===== config.mk =====
export PLATFORM = sky130hd
export DESIGN_NAME = xspi_txn_sequencer
export DESIGN_NICKNAME = d
export VERILOG_FILES = /design/src/rtl/xspi_txn_sequencer.sv
export SDC_FILE = /design/constraint.sdc
export NUM_CORES = 2
export LEC_CHECK = 0
export ABC_AREA = 1
export CORE_MARGIN = 1
export CORE_UTILIZATION = 54
export DETAILED_ROUTE_END_ITERATION = 10
export PLACE_DENSITY = 0.84
export REMOVE_ABC_BUFFERS = 1
export SKIP_LAST_GASP = 1
export SLEW_MARGIN = 15
export SYNTH_ARGS = -nofsm -noshare
export SYNTH_HDL_FRONTEND = slang
export SYNTH_SLANG_ARGS = --single-unit

===== constraint.sdc =====
create_clock -name clk -period 10.05 [get_ports clk]
set_clock_uncertainty 0.1 [all_clocks]
set_input_delay 2.01 -clock clk [delete_from_list [all_inputs] [get_ports clk]]
set_output_delay 2.01 -clock clk [all_outputs]
set_load 0.005 [all_outputs]

===== src/rtl/xspi_txn_sequencer.sv =====
// rtl/xspi_txn_sequencer.sv - replays a loaded transaction table to the xSPI controller and checks read data
module xspi_txn_sequencer #(
  parameter int               DEPTH    = 8,
  parameter int               CMD_W    = 8,
  parameter int               ADDR_W   = 48,
  parameter int               DATA_W   = 64,
  parameter int               GAP_W    = 8,
  parameter int               TMO_W    = 12,
  parameter logic [CMD_W-1:0] CMD_READ = 8'hFF
) (
  input  logic                       clk,
  input  logic                       rst,
  input  logic                       ld_valid,
  output logic                       ld_ready,
  input  logic [CMD_W-1:0]           ld_cmd,
  input  logic [ADDR_W-1:0]          ld_addr,
  input  logic [DATA_W-1:0]          ld_data,
  input  logic [GAP_W-1:0]           ld_gap,
  input  logic                       tbl_clear,
  input  logic                       run,
  input  logic                       loop_en,
  input  logic                       abort,
  output logic                       start,
  output logic [CMD_W-1:0]           command,
  output logic [ADDR_W-1:0]          address,
  output logic [DATA_W-1:0]          wr_data,
  input  logic                       xspi_done,
  input  logic [DATA_W-1:0]          xspi_rd_data,
  output logic                       busy,
  output logic                       seq_done,
  output logic [$clog2(DEPTH)-1:0]   txn_idx,
  output logic [$clog2(DEPTH):0]     tbl_count,
  output logic [15:0]                pass_cnt,
  output logic [15:0]                err_cnt,
  output logic                       tmo_flag
);
  localparam int IW = $clog2(DEPTH);
  localparam logic [IW:0]       DEPTH_C  = (IW+1)'(DEPTH);
  localparam logic [IW:0]       CNT_ONE  = {{IW{1'b0}}, 1'b1};
  localparam logic [IW-1:0]     IDX_ONE  = {{(IW-1){1'b0}}, 1'b1};
  localparam logic [TMO_W-1:0]  TMO_ONE  = {{(TMO_W-1){1'b0}}, 1'b1};
  localparam logic [TMO_W-1:0]  TMO_LAST = {{(TMO_W-1){1'b1}}, 1'b0};
  localparam logic [GAP_W-1:0]  GAP_ONE  = {{(GAP_W-1){1'b0}}, 1'b1};

  typedef enum logic [1:0] {S_IDLE, S_ISSUE, S_WAIT, S_GAP} state_t;

  state_t              state_q, state_d;
  logic                rdy_q, rdy_d;
  logic [IW:0]         cnt_q, cnt_d;
  logic [IW-1:0]       idx_q, idx_d;
  logic [CMD_W-1:0]    cmd_q, cmd_d;
  logic [ADDR_W-1:0]   addr_q, addr_d;
  logic [DATA_W-1:0]   wdat_q, wdat_d;
  logic [GAP_W-1:0]    gap_q, gap_d;
  logic [TMO_W-1:0]    tmo_q, tmo_d;
  logic [15:0]         pass_q, pass_d, err_q, err_d;
  logic                tmof_q, tmof_d, sdone_q, sdone_d;
  logic                ld_we, go_issue;
  logic [IW-1:0]       iss_idx;

  // Table storage carries no reset; tbl_count alone defines which entries are valid.
  logic [CMD_W-1:0]    tbl_cmd  [DEPTH];
  logic [ADDR_W-1:0]   tbl_addr [DEPTH];
  logic [DATA_W-1:0]   tbl_data [DEPTH];
  logic [GAP_W-1:0]    tbl_gap  [DEPTH];

  function automatic logic [15:0] sat_inc(input logic [15:0] v);
    return (v == 16'hFFFF) ? v : v + 16'd1;
  endfunction

  assign ld_ready  = rdy_q && (state_q == S_IDLE) && (cnt_q < DEPTH_C);
  assign start     = (state_q == S_ISSUE) && !abort;
  assign busy      = (state_q != S_IDLE);
  assign command   = cmd_q;
  assign address   = addr_q;
  assign wr_data   = wdat_q;
  assign seq_done  = sdone_q;
  assign txn_idx   = idx_q;
  assign tbl_count = cnt_q;
  assign pass_cnt  = pass_q;
  assign err_cnt   = err_q;
  assign tmo_flag  = tmof_q;

  always_comb begin
    state_d  = state_q;
    rdy_d    = 1'b1;
    cnt_d    = cnt_q;
    idx_d    = idx_q;
    cmd_d    = cmd_q;
    addr_d   = addr_q;
    wdat_d   = wdat_q;
    gap_d    = gap_q;
    tmo_d    = tmo_q;
    pass_d   = pass_q;
    err_d    = err_q;
    tmof_d   = tmof_q;
    sdone_d  = 1'b0;
    ld_we    = 1'b0;
    go_issue = 1'b0;
    iss_idx  = idx_q;
    case (state_q)
      S_IDLE: begin
        if (tbl_clear) begin
          cnt_d = '0;
        end else begin
          if (ld_valid && ld_ready) begin
            ld_we = 1'b1;
            cnt_d = cnt_q + CNT_ONE;
          end
          if (run && (cnt_q != '0)) begin
            go_issue = 1'b1;
            iss_idx  = '0;
            pass_d   = '0;
            err_d    = '0;
            tmof_d   = 1'b0;
          end
        end
      end
      S_ISSUE: begin
        state_d = S_WAIT;
        tmo_d   = '0;
      end
      S_WAIT: begin
        if (xspi_done) begin
          if (cmd_q == CMD_READ) begin
            if (xspi_rd_data == tbl_data[idx_q]) pass_d = sat_inc(pass_q);
            else                                 err_d  = sat_inc(err_q);
          end
          state_d = S_GAP;
          gap_d   = tbl_gap[idx_q];
        end else if (tmo_q == TMO_LAST) begin
          // The counter reaches all-ones on this edge: 2**TMO_W-1 WAIT cycles elapsed.
          err_d   = sat_inc(err_q);
          tmof_d  = 1'b1;
          tmo_d   = tmo_q + TMO_ONE;
          state_d = S_GAP;
          gap_d   = tbl_gap[idx_q];
        end else begin
          tmo_d = tmo_q + TMO_ONE;
        end
      end
      S_GAP: begin
        if (gap_q != '0) begin
          gap_d = gap_q - GAP_ONE;
        end else if (({1'b0, idx_q} + CNT_ONE) < cnt_q) begin
          go_issue = 1'b1;
          iss_idx  = idx_q + IDX_ONE;
        end else if (loop_en) begin
          go_issue = 1'b1;
          iss_idx  = '0;
        end else begin
          state_d = S_IDLE;
          sdone_d = 1'b1;
        end
      end
      default: state_d = S_IDLE;
    endcase
    if (go_issue) begin
      state_d = S_ISSUE;
      idx_d   = iss_idx;
      cmd_d   = tbl_cmd[iss_idx];
      addr_d  = tbl_addr[iss_idx];
      wdat_d  = (tbl_cmd[iss_idx] == CMD_READ) ? '0 : tbl_data[iss_idx];
    end
    // Abort freezes all replay state; only table loading/clearing in IDLE proceeds.
    if (abort) begin
      state_d = S_IDLE;
      idx_d   = idx_q;
      cmd_d   = cmd_q;
      addr_d  = addr_q;
      wdat_d  = wdat_q;
      gap_d   = gap_q;
      tmo_d   = tmo_q;
      pass_d  = pass_q;
      err_d   = err_q;
      tmof_d  = tmof_q;
      sdone_d = 1'b0;
    end
  end

  always_ff @(posedge clk or posedge rst) begin
    if (rst) begin
      state_q <= S_IDLE;
      rdy_q   <= 1'b0;
      cnt_q   <= '0;
      idx_q   <= '0;
      cmd_q   <= '0;
      addr_q  <= '0;
      wdat_q  <= '0;
      gap_q   <= '0;
      tmo_q   <= '0;
      pass_q  <= '0;
      err_q   <= '0;
      tmof_q  <= 1'b0;
      sdone_q <= 1'b0;
    end else begin
      state_q <= state_d;
      rdy_q   <= rdy_d;
      cnt_q   <= cnt_d;
      idx_q   <= idx_d;
      cmd_q   <= cmd_d;
      addr_q  <= addr_d;
      wdat_q  <= wdat_d;
      gap_q   <= gap_d;
      tmo_q   <= tmo_d;
      pass_q  <= pass_d;
      err_q   <= err_d;
      tmof_q  <= tmof_d;
      sdone_q <= sdone_d;
    end
  end

  always_ff @(posedge clk) begin
    if (ld_we) begin
      tbl_cmd[cnt_q[IW-1:0]]  <= ld_cmd;
      tbl_addr[cnt_q[IW-1:0]] <= ld_addr;
      tbl_data[cnt_q[IW-1:0]] <= ld_data;
      tbl_gap[cnt_q[IW-1:0]]  <= ld_gap;
    end
  end
endmodule


==> results.toml <==
[route]
drc_errors = 0
vias = 40170
wire_per_inst_um = 22.35
drtAntennaViolNets = 0
vias_per_cell = 6.106
drtIter0Drc = 5075
dr.pass1.iters = 7
wirelength_um = 147000

[yosys]
ys_types = 47
ys_warn_count = 0
synth_edf_count = 1024
synth.area.top_cells = "edfxtp_1 (58%), dfrtp_1 (8.6%), nand2_1 (7.3%)"
synth_commonest_cells = "nand2_1 (1036), edfxtp_1 (1024), o21ai_0 (655)"
synth_top_area_share_pct = 57.67
netlist_area_um2 = 53320
synth_ff_type = "edfxtp_1"
syn_area_per_cell_um2 = 10.72
synth.yosys.seq_area_share_pct = 66.31
netlist_instances = 4974
yosysMostFrequentCell = "nand2_1"
synthArstFlopShare_pct = 15.23
ys_ff_latch = 1208
synth_top_area_cell = "edfxtp_1"

[power]
ir_drop_mv = 0.4048
p_leak_uw = 0.02263
powerDensity_nw_per_um2 = 306.6

[critical_path]
worstSetupPathType = "reg -> reg"
endpoint_kind = "flip-flop"
r2r_cells = 19
cp_max_fo = 110
crit_required_ns = 10.60
worst_r2r_startpoint = "txn_idx[0]"
startpoint = "txn_idx[0]"
start_kind = "flip-flop"
arrival_ns = 7.42

[timing]
tns_ns = 0
hold_viol_final = 0
period_needed_ns = 6.860
worst_slack_ns = 3.190
rsz0062_at_grt = "false"
post-route-period-util_pct = 68.26
relSlewSlack_pct = 7.763
final-setup-viol-count = 0
max_freq_mhz = 145.8
fin_hold_ws_ns = 0.3793
slew_viol_final = 0
worst_slew_pin_slew_ns = 1.384

[cts]
hold_buffers = 0
clkSlewWorstSetupHoldPaths_ns = 0.06
ctsResizeCount = 0
cts_root_buffer = "clkbuf_16"
worstSkewPairLatency_ns = 0.73
numCtsBuffers = 118
h-tree-depth = 3
cts_tree = "done"
cts_setup_buffers = 0
cts.sinks = 1208
cts_max_path_buffers = 3

[place]
dpl.hpwl_um = 79610
dp_slack_ns = 3.361
port_buffers = 363
dp_cells = 6338
gp_congestion = 0.9029

[global_routing]
antenna_found_initial = 27
grt_pass1_vias = 38480
grt_pass1_wl_um = 219300
grt-ovfl-total = 0
grt_max_degree = 280
grt_util_all_layers_pct = 28.89

[floorplanning]
start_util_pct = 54.81
dieWidth_um = 316.2
ios = 364
die_area_um2 = 100000
die_height_um = 316.2
core_area_um2 = 97280
rows = 114

[job]
cap_violations = 0

[final_layout]
fin_nets = 5398
drive_gt1_share_pct = 5.353
fin_cells = 6579
syn_to_final_growth_pct = 15.57
n_fill_cell = 7057

[min_path]
whs_path_depth = 2
hold_class = "reg -> reg"
min_from = "wr_data[47]"

[outcome]
status = "complete, no violations"
[critical path, stage by stage, from the launching register on]
cell and delay, ns:
dfrtp_4 0.87, buf_4 0.71, ha_1 0.28, xor2_1 0.23, ha_1 0.27, nand2_1 0.06, inv_1 0.04, nand2_1 0.11
nand2_1 0.09, nand2_2 0.11, nand3_1 0.07, nand2_1 0.12, nand2_2 0.42, nand2_8 0.57, buf_4 0.85, buf_4 0.94
o21ai_0 0.19, o22ai_1 0.23, nand2_1 0.12, nand3_1 0.16
[per-layer routing]
metal	wire [um]	track usage [%]
met1	54350	36.57
met2	71640	47.70
met3	15490	6.606
met4	5335	12.80
met5	199	0
[final timing paths]
kind,end,slack [ns]
max in group asynchronous,txn_idx[1],6.48
min,wr_data[47],0.38
max reg2reg,address[5],3.19
max,address[5],3.19
min reg2reg,wr_data[47],0.38
min in group asynchronous,address[11],1.75
[sequential cells by signal (all words and copies together) (netlist names), 12 cells and up]
name / count
tmo_q: 12
tbl_gap: 64
tbl_data: 512
address: 48
pass_cnt: 16
tbl_cmd: 64
wr_data: 64
tbl_addr: 384
err_cnt: 16
[kinds of logic (layout without fill, tap and decap cells)]
kind of cell | after synthesis | count (layout) | share of synthesized area, %
xor gates and xnor gates | 93 | 93 | 1.528
buffers and inverters | 616 | 929 | 4.970
muxes | 1 | 1 | 0.02112
adders and majority gates | 16 | 16 | 0.3755
DFF | 1208 | 1208 | 66.31
and+or+nand+nor | 1859 | 1859 | 14.34
other | 1 | 17 | 0.007033
AOI/OAI and AO/OA | 1180 | 1180 | 12.46
[final cells by class]
| type | count | area (um2) | share of cell area [%] |
|---|---|---|---|
| Clock inverter | 60 | 659.4 | 1.070 |
| Sequential cell | 1208 | 35370 | 57.39 |
| Tap cell | 1276 | 1597 | 2.591 |
| Multi-Input combinational cell | 3150 | 15380 | 24.96 |
| Inverter | 288 | 1110 | 1.801 |
| Antenna cell | 16 | 40.04 | 0.06497 |
| Timing Repair Buffer | 416 | 4123 | 6.690 |
| Clock buffer | 165 | 3351 | 5.437 |
[placed cells by master, fill, tap and decap left out, drive strengths merged, types with 35 or more instances in the layout]
cell type / netlist / layout
dfrtp: 184 / 184
nand3: 397 / 397
o21ai: 664 / 664
clkinv: 2 / 44
clkdlybuf4s50: 0 / 363
xnor2: 35 / 35
o211ai: 159 / 159
clkbuf: 145 / 165
xor2: 58 / 58
o22ai: 75 / 75
a21oi: 212 / 212
nor2: 366 / 366
nand2: 1042 / 1042
inv: 286 / 288
edfxtp: 1024 / 1024
buf: 183 / 53
o32ai: 39 / 39
[power breakdown]
| group | internal [uW] | switching [uW] | total [uW] |
|---|---|---|---|
| clock | 2570 | 1920 | 4490 |
| combinational | 2650 | 5650 | 8300 |
| sequential | 5790 | 319 | 6100 |
| total | 11000 | 7890 | 18900 |
[per-stage QoR]
stage          utilization (%)  instance area, um2  total power [uW]
6_report                 63.35               61620             18890
5_1_grt                  63.33               61610             20000
4_1_cts                  63.30               61580             18760
3_5_place_dp             59.18               57570             14260
3_3_place_gp             59.18               57570             13900
2_1_floorplan                -               51750             12020
(Power assumes the default switching activity.)
